<file path="config.mk">
export PLATFORM = sky130hd
export DESIGN_NAME = csr_access_arbiter
export DESIGN_NICKNAME = d
export VERILOG_FILES = /design/src/rtl/csr_pkg.sv /design/src/rtl/csr_arb_pick.sv /design/src/rtl/csr_access_arbiter.sv
export SDC_FILE = /design/constraint.sdc
export NUM_CORES = 1
export LEC_CHECK = 0
export ABC_AREA = 1
export BUFFER_PORTS_ARGS = -buffer_cell sky130_fd_sc_hd__buf_2
export CORE_MARGIN = 3
export CORE_UTILIZATION = 44
export DETAILED_ROUTE_END_ITERATION = 8
export PLACE_DENSITY = 0.82
export SLEW_MARGIN = 0
export SYNTH_ARGS = -nofsm -noshare
export SYNTH_HDL_FRONTEND = slang
export SYNTH_SLANG_ARGS = --single-unit
</file>
<file path="constraint.sdc">
create_clock -name clk -period 1.3 [get_ports clk]
set_input_delay 0.26 -clock clk [delete_from_list [all_inputs] [get_ports clk]]
set_output_delay 0.26 -clock clk [all_outputs]
set_load 0.02 [all_outputs]
</file>
<file path="src/rtl/csr_pkg.sv">
// csr_pkg: shared FSM state type and CSR instruction funct3 encodings.
// Used by csr_access_arbiter; holds no logic of its own.
package csr_pkg;

    typedef enum logic [1:0] {
        S_IDLE,
        S_ACCESS,
        S_RESP
    } state_t;

    localparam logic [2:0] CSRRW  = 3'b001;
    localparam logic [2:0] CSRRS  = 3'b010;
    localparam logic [2:0] CSRRC  = 3'b011;
    localparam logic [2:0] CSRRWI = 3'b101;
    localparam logic [2:0] CSRRSI = 3'b110;
    localparam logic [2:0] CSRRCI = 3'b111;

endpackage

</file>
<file path="src/rtl/csr_arb_pick.sv">
// csr_arb_pick: combinational 2-way pick between core and debug, fair by last grant.
// Ports: core_req, dbg_req  - pending requests
//        last_dbg           - 1 when debug held the previous grant
//        grant_core, grant_dbg - one-hot (or zero) grant
module csr_arb_pick (
    input  logic core_req,
    input  logic dbg_req,
    input  logic last_dbg,
    output logic grant_core,
    output logic grant_dbg
);

    // On a tie the requester that did not win last time gets the grant.
    assign grant_dbg  = dbg_req && (!core_req || !last_dbg);
    assign grant_core = core_req && !grant_dbg;

endmodule

</file>
<file path="src/rtl/csr_access_arbiter.sv">
// csr_access_arbiter: serialises core CSR instructions and debug abstract commands
// onto one CSR file port (accept N, commit N+1, respond N+2).
// Ports: clk, rst_n (sync, active-low)
//        core_*  - core request/operands, core_ready accept strobe, core_rsp_valid pulse
//        dbg_*   - debug request/operands, dbg_ready accept strobe, dbg_rsp_valid pulse
//        rsp_rdata, rsp_invalid - old CSR value and fault flag, shared by both responses
//        csr_*   - latched operands and commit strobe to the CSR file, plus its read/fault
// Build option: CSR_ARB_DEBUG_EN enables the debug port; without it the debug
// inputs are ignored and debug outputs are tied low.
module csr_access_arbiter
    import csr_pkg::*;
#(
    parameter int XLEN = 32,
    parameter int ALEN = 12
) (
    input  logic            clk,
    input  logic            rst_n,
    input  logic            core_req,
    output logic            core_ready,
    input  logic [ALEN-1:0] core_addr,
    input  logic [2:0]      core_f3,
    input  logic [XLEN-1:0] core_reg,
    input  logic [XLEN-1:0] core_imm,
    input  logic [4:0]      core_rs,
    output logic            core_rsp_valid,
    input  logic            dbg_req,
    output logic            dbg_ready,
    input  logic [ALEN-1:0] dbg_addr,
    input  logic            dbg_we,
    input  logic [XLEN-1:0] dbg_wdata,
    output logic            dbg_rsp_valid,
    output logic [XLEN-1:0] rsp_rdata,
    output logic            rsp_invalid,
    output logic [ALEN-1:0] csr_addr,
    output logic [2:0]      csr_f3,
    output logic [XLEN-1:0] csr_reg,
    output logic [XLEN-1:0] csr_imm,
    output logic [4:0]      csr_rs,
    output logic            csr_write,
    output logic            csr_debug,
    input  logic [XLEN-1:0] csr_rdata,
    input  logic            csr_invalid
);

    state_t state, state_nx;
    logic   grant_core;
    logic   any_grant;

`ifdef CSR_ARB_DEBUG_EN
    logic grant_dbg;
    // Also marks the owner of the in-flight access: it is updated on every grant.
    logic last_dbg;

    csr_arb_pick u_pick (
        .core_req  (core_req),
        .dbg_req   (dbg_req),
        .last_dbg  (last_dbg),
        .grant_core(grant_core),
        .grant_dbg (grant_dbg)
    );

    assign any_grant = grant_core | grant_dbg;
    assign csr_debug = last_dbg;

    always_ff @(posedge clk) begin
        if (!rst_n)
            last_dbg <= 1'b0;
        else if (core_ready || dbg_ready)
            last_dbg <= dbg_ready;
    end
`else
    logic unused_grant_dbg;
    logic unused_dbg;

    csr_arb_pick u_pick (
        .core_req  (core_req),
        .dbg_req   (1'b0),
        .last_dbg  (1'b0),
        .grant_core(grant_core),
        .grant_dbg (unused_grant_dbg)
    );

    assign unused_dbg = ^{dbg_req, dbg_addr, dbg_we, dbg_wdata, unused_grant_dbg};
    assign any_grant  = grant_core;
    assign csr_debug  = 1'b0;
`endif

    always_ff @(posedge clk) begin
        state <= rst_n ? state_nx : S_IDLE;
    end

    // Strobes are qualified with rst_n so a reset cycle in ACCESS or RESP
    // produces neither a commit nor a response.
    always_comb begin
        state_nx   = (state == S_IDLE)   ? (any_grant ? S_ACCESS : S_IDLE) :
                     (state == S_ACCESS) ? S_RESP : S_IDLE;
        core_ready = rst_n && state == S_IDLE && grant_core;
        csr_write  = rst_n && state == S_ACCESS;
`ifdef CSR_ARB_DEBUG_EN
        dbg_ready      = rst_n && state == S_IDLE && grant_dbg;
        core_rsp_valid = rst_n && state == S_RESP && !last_dbg;
        dbg_rsp_valid  = rst_n && state == S_RESP && last_dbg;
`else
        dbg_ready      = 1'b0;
        core_rsp_valid = rst_n && state == S_RESP;
        dbg_rsp_valid  = 1'b0;
`endif
    end

    always_ff @(posedge clk) begin
        if (!rst_n) begin
            csr_addr    <= '0;
            csr_f3      <= '0;
            csr_reg     <= '0;
            csr_imm     <= '0;
            csr_rs      <= '0;
            rsp_rdata   <= '0;
            rsp_invalid <= 1'b0;
        end else begin
            if (core_ready) begin
                csr_addr <= core_addr;
                csr_f3   <= core_f3;
                csr_reg  <= core_reg;
                csr_imm  <= core_imm;
                csr_rs   <= core_rs;
            end
`ifdef CSR_ARB_DEBUG_EN
            // A debug read is CSRRS with rs=0, which the CSR file treats as no write.
            else if (dbg_ready) begin
                csr_addr <= dbg_addr;
                csr_f3   <= dbg_we ? CSRRW : CSRRS;
                csr_reg  <= dbg_we ? dbg_wdata : '0;
                csr_imm  <= '0;
                csr_rs   <= {4'd0, dbg_we};
            end
`endif
            if (state == S_ACCESS) begin
                rsp_rdata   <= csr_rdata;
                rsp_invalid <= csr_invalid;
            end
        end
    end

endmodule

</file>
==> results of run 1 <==
==> cells by family (layout without fill, tap and decap cells) <==
logic type | count (synthesis) | in the layout | synth area share, %
other | 1 | 3 | 0.0745
and+or+nand+nor | 475 | 475 | 40.4
buffers and inverters | 143 | 385 | 12.2
DFF | 119 | 119 | 47.3
==> through the flow <==
stage	instance area [sq um]	total power, uW	worst slack (ns)	hold slack, ns	util [%]
2_1_floorplan	5040	5120	0.0145	0.401	-
3_3_place_gp	6340	5700	0.0812	0.460	57.5
3_5_place_dp	6340	5730	0.0625	0.468	57.5
4_1_cts	7140	11100	-0.227	0.0586	64.7
5_1_grt	7210	11500	-0.243	0.0702	65.4
6_report	7210	11000	-0.180	0.0778	65.4
==> where the power goes <==
part	switching (uW)	leakage (uW)	internal, uW
combinational	1050	0.00316	640
clock	1580	0.000329	3700
sequential	130	0.000981	3930
total	2760	0.00447	8270
==> repair_timing <==
item / in CTS / in global routing
gates resized for setup: 14 / 6
gates cloned: 1 / 1
hold buffers: 0 / 0
buffers inserted: 6 / 3
endpoints found under the setup margin: 3 / 4
pin swaps: 4 / 3
==> worst paths after layout <==
kind	cells past startpoint	start	slack (ns)	endpoint
worst max-delay path	3	state[1]	-0.18	csr_write
worst min-delay path	3	core_imm[21]	0.08	csr_imm[21]
worst max register to register	6	state[1]	0.04	rsp_rdata[12]
worst min register to register	2	rsp_rdata[10]	0.47	rsp_rdata[10]
==> cells in the mapped netlist (all sizes together) <==
master,count,area (sq um)
buf,34,206
clkbuf,19,71.3
conb,1,3.75
dfxtp,119,2380
inv,90,338
nand2,286,1080
nand3,84,420
nand3b,33,248
nor2,69,272
nor3,3,15.0
==> worst max-delay path, delay by kind of cell, from the launching register on <==
family | cells | cell delay (ns)
simple gates | 1 | 0.20
flops | 1 | 0.35
buf+inv | 2 | 0.28
==> metal layers <==
layer / part of all wire (%) / up-vias / wire (um) / track usage [%]
li1: - / 2669 / - / -
met1: 39 / 2258 / 5620 / 24.6
met2: 49 / 223 / 7040 / 37.2
met3: 10 / 26 / 1520 / 9.20
met4: 2.1 / 0 / 311 / 9.21
met5: 0 / - / 0 / 0
==> cell type report <==
cell class,instances,area share [%]
Inverter,90,4.75
Tap cell,140,2.43
Timing Repair Buffer,264,21.4
Sequential cell,119,33.1
Multi-Input combinational cell,478,28.9
Clock buffer,24,7.09
Clock inverter,7,2.25
==> flow_metrics.env, run 1 <==
export IMPL_clk_pin_slew_worst_paths_ns=0.06
export IMPL_pin_count=289
export IMPL_drv_slew=0
export IMPL_place_hpwl_mm=9.17
export IMPL_ir_worst_vdd_uv=1030
export IMPL_first_global_vias=4769
export IMPL_worst_endpoint_required_ns=1.04
export IMPL_fp_dieArea_sq_mm=0.0128
export IMPL_fin_ws_ns=-0.180
export IMPL_grt_antenna_before_repair=0
export IMPL_antenna_left=0
export IMPL_instances_no_fill=1122
export IMPL_path_max_fanout=3
export IMPL_drt_first_pass_iters=4
export IMPL_area_growth_synth_to_final_pct=43.3
export IMPL_syn_area_sq_mm=0.00503
export IMPL_finClkSkew_ns=0.00833
export IMPL_failed_checks="setup timing"
export IMPL_dp_cells=1080
export IMPL_avgRoutedWirePerCell_um=12.9
export IMPL_cp_arrival_ns=1.22
export IMPL_overflow=0
export IMPL_syn_inst_count=738
export IMPL_crit_type="flip-flop to output port"
export IMPL_end_kind="output port"
export IMPL_clkLatencyLatePin_ns=0.40
export IMPL_critical_path_cell_list="buf_6, nor3_4, buf_6"
export IMPL_cts_buffers=17
export IMPL_fin_setup_tns_ns=-0.430
export IMPL_antenna_diode_count=0
export IMPL_sequential_cell_area_sq_mm=0.00239
export IMPL_timing_fmax_ghz=0.676
export IMPL_worst_path_max_delay_cell="sky130_fd_sc_hd__dfxtp_4"
export IMPL_top_cell_by_count_worst_path="sky130_fd_sc_hd__buf_6"
export IMPL_groute_usage_overall_pct=22.1
export IMPL_power_density_cell_area_mw_per_mm2=1530
export IMPL_min_period_ns=1.48
export IMPL_max_h_tree_level=4
export IMPL_maxSlewHeadroom_pct=66.3
export IMPL_synth_seq_cells=119
export IMPL_max_stage_delay_ns=0.35
export IMPL_drc_errors=0
export IMPL_port_buffer_count=239
export IMPL_syn_area_per_cell_sq_um=6.82
export IMPL_chipHeight_um=113
export IMPL_core_area_sq_mm=0.0110
export IMPL_drive_gt1_share_pct=31.2
export IMPL_multi_input_area_sq_mm=0.00208
export IMPL_finalWirelength_mm=14.5
export IMPL_num_vias=5176
export IMPL_final_fill_count=952
export IMPL_timing_max_cap_violations=0
export IMPL_dr_iter_0_viols=448
export IMPL_initial_core_util_pct=45.6
export IMPL_post_route_period_util_pct=114
export IMPL_rows=38
export IMPL_cts_sink_count=119
export IMPL_layout_common_cells="sky130_fd_sc_hd__nand2_1 (285), sky130_fd_sc_hd__buf_2 (235), sky130_fd_sc_hd__dfxtp_1 (117), sky130_fd_sc_hd__inv_1 (87), sky130_fd_sc_hd__nand3_1 (83)"
export IMPL_gp_routability_congestion=0.823
export IMPL_die_w_um=113
export IMPL_grt_first_pass_wirelength_mm=22.8
export IMPL_outcome="finished, violations left"
export IMPL_cellLeakagePower_uw=0.00447
export IMPL_synth_cell_type_count=17
export IMPL_grt_start_max_net_pins=118
export IMPL_rsz_0062_raised_after_global_routing="true"
export IMPL_detail_route_vias_per_cell=4.61
export IMPL_worstMarginPinSlew_ns=0.506
export IMPL_nNetsFinal=1136
export IMPL_hold_path_class="input port to flip-flop"
export IMPL_ctsLongestPathBuffers=2
export IMPL_final_common_cell="sky130_fd_sc_hd__nand2_1"
export IMPL_synth_seq_area_share_pct=47.3
export IMPL_clockRootBuffer="sky130_fd_sc_hd__clkbuf_16"
export IMPL_worstSetupStartpointType="flip-flop"
export IMPL_tritoncts="done"
export IMPL_hold_violations=0
export IMPL_yosysWarningCount=0
export IMPL_setup_violations=3
(Power assumes the default switching activity.)
==> run 2, diff against run 1 <==
Settings changed: PLACE_DENSITY 0.82 to 0.91, SETUP_SLACK_MARGIN from default to 0.1.
==> flow_metrics.env, run 2 (synthesis results as in run 1) <==
export IMPL_outcome="finished, violations left"
export IMPL_failed_checks="setup timing"
export IMPL_port_buffer_count=239
export IMPL_avgRoutedWirePerCell_um=19.2
export IMPL_switching_share_pct=30.3
export IMPL_dr_wl_met3_mm=2.60
export IMPL_grt_first_pass_wirelength_mm=23.3
export IMPL_clk_pin_slew_worst_paths_ns=0.06
export IMPL_end_kind="output port"
export IMPL_path_max_fanout=4
export IMPL_dr_wl_met2_mm=11.0
export IMPL_timing_max_cap_violations=0
export IMPL_cellLeakagePower_uw=0.00486
export IMPL_drive_gt1_share_pct=47.4
export IMPL_regToRegEndpoint="rsp_rdata[25]"
export IMPL_detail_route_vias_per_cell=5.32
export IMPL_p_sw_uw=3310
export IMPL_grt_antenna_before_repair=0
export IMPL_post_route_period_util_pct=120
export IMPL_num_vias=6133
export IMPL_tritoncts="done"
export IMPL_crit_type="flip-flop to output port"
export IMPL_dr_iter_0_viols=691
export IMPL_dpl_instance_area_sq_mm=0.00641
export IMPL_sequential_cell_area_sq_mm=0.00240
export IMPL_max_h_tree_level=4
export IMPL_place_ws_ns=0.0169
export IMPL_finClkSkew_ns=0.0106
export IMPL_overflow=0
export IMPL_critical_path_cell_list="buf_12, nor3_4, buf_6"
export IMPL_rsz_0062_raised_after_global_routing="true"
export IMPL_clockRootBuffer="sky130_fd_sc_hd__clkbuf_16"
export IMPL_antenna_left=0
export IMPL_antenna_diode_count=0
export IMPL_drc_errors=0
export IMPL_proportion_of_power_drawn_by_the_clock_network_pct=39.7
export IMPL_drv_slew=0
export IMPL_cp_arrival_ns=1.30
export IMPL_ir_worst_vdd_uv=1000
export IMPL_internal_power_uw=7600
export IMPL_first_global_vias=4861
export IMPL_initial_core_util_pct=45.6
export IMPL_hold_path_class="input port to flip-flop"
export IMPL_grt_start_max_net_pins=118
export IMPL_power_density_cell_area_mw_per_mm2=1260
export IMPL_rows=38
export IMPL_clkLatencyLatePin_ns=0.41
export IMPL_place_hpwl_mm=9.51
export IMPL_finalWirelength_mm=22.1
export IMPL_fin_ws_ns=-0.260
export IMPL_timing_reg2reg_worst_path_depth=6
export IMPL_wire_length_the_detailed_router_placed_on_met1_mm=7.76
export IMPL_worstMarginPinSlew_ns=0.517
export IMPL_min_period_ns=1.56
export IMPL_max_stage_delay_ns=0.37
export IMPL_nNetsFinal=1165
export IMPL_layout_common_cells="sky130_fd_sc_hd__nand2_1 (277), sky130_fd_sc_hd__buf_2 (167), sky130_fd_sc_hd__dfxtp_1 (103), sky130_fd_sc_hd__inv_1 (86), sky130_fd_sc_hd__nand3_2 (77)"
export IMPL_reg2reg_from="state[1]"
export IMPL_area_growth_synth_to_final_pct=72.2
export IMPL_die_w_um=113
export IMPL_hold_violations=0
export IMPL_ctsLongestPathBuffers=2
export IMPL_fp_dieArea_sq_mm=0.0128
export IMPL_groute_usage_overall_pct=22.6
export IMPL_chipHeight_um=113
export IMPL_route_top_layer_used="met4"
export IMPL_multi_input_area_sq_mm=0.00276
export IMPL_critical_path_endpoint="core_rsp_valid"
export IMPL_worstSetupStartpointType="flip-flop"
export IMPL_fin_area_sq_mm=0.00867
export IMPL_worst_endpoint_required_ns=1.04
export IMPL_pin_count=289
export IMPL_final_fill_count=615
export IMPL_cts_sink_count=119
export IMPL_worst_path_max_delay_cell="sky130_fd_sc_hd__dfxtp_4"
export IMPL_gp_routability_congestion=0.788
export IMPL_drt_first_pass_iters=5
export IMPL_setup_worst_path_start="state[0]"
export IMPL_r2r_setup_slack_ns=-0.06
export IMPL_core_area_sq_mm=0.0110
export IMPL_final_common_cell="sky130_fd_sc_hd__nand2_1"
export IMPL_maxSlewHeadroom_pct=65.5
export IMPL_power_frac_seq_pct=37.9
export IMPL_power_frac_comb_pct=22.4
export IMPL_cts_buffers=17
export IMPL_timing_fmax_ghz=0.641
export IMPL_setup_violations=11
-- run 2: changes by cell type in the layout (fill, tap and decap cells not counted), sizes merged --
cell / before / now
clkbuf: 25 / 36
inv: 90 / 89
clkinv: 1 / 4
clkinvlp: 1 / 8
bufinv: 5 / 0
buf: 262 / 277
-- run 2: worst min-delay path by stage --
stage	to	startpoint	cells after the start
after floorplan	csr_addr[11]	core_addr[11]	2
after global placement	rsp_rdata[15]	rsp_rdata[15]	2
after detailed placement	rsp_rdata[9]	rsp_rdata[9]	2
after CTS	csr_imm[28]	core_imm[28]	3
after global routing	csr_f3[0]	core_f3[0]	3
final	csr_imm[25]	core_imm[25]	3
-- run 2: final cells by class --
class,instances,share of cell area (%)
Sequential cell,119,27.8
Multi-Input combinational cell,478,31.9
Clock buffer,21,5.54
Timing Repair Buffer,293,27.9
Clock inverter,11,0.866
Inverter,90,4.07
Tap cell,140,2.02
-- run 2: power groups by stage --
| stage | Combinational (uW) | Clock [uW] | Sequential (uW) |
|---|---|---|---|
| 4_1_cts | 1740 | 4340 | 4070 |
| 6_report | 2450 | 4330 | 4130 |
| 5_1_grt | 2570 | 4570 | 4150 |
| 3_3_place_gp | 1610 | 0 | 4120 |
| 3_5_place_dp | 1640 | 0 | 4140 |
| 2_1_floorplan | 661 | 0 | 4470 |
-- run 2: routing by layer --
metal	track usage, %	up-vias
li1	-	2753
met1	26.2	2833
met2	38.3	473
met3	7.97	74
met4	8.33	0
met5	0	-
-- run 2: through the flow --
stage	std cells	hold slack, ns	TNS, ns	power (uW)	util, %
2_1_floorplan	740	0.401	0	5130	-
3_3_place_gp	1082	0.459	0	5730	58.2
3_5_place_dp	1082	0.468	0	5770	58.2
4_1_cts	1122	0.0579	-0.670	10100	65.1
5_1_grt	1152	0.0540	-2.17	11300	78.6
6_report	1152	0.0710	-0.876	10900	78.6
-- run 2: worst max-delay path: cells and delay by family, from the launching register on --
kind / cells / cell delay (ns)
buffers and inverters: 2 / 0.29
flip-flops: 1 / 0.37
AND/OR/NAND/NOR: 1 / 0.23
-- run 2: repair_timing --
item | 4_1_cts | 5_1_grt
hold buffers | 0 | 0
pin swaps | 4 | 138
cloned | 2 | 21
gates resized for setup | 30 | 264
setup buffers | 6 | 9
endpoints found under the setup margin | 50 | 181
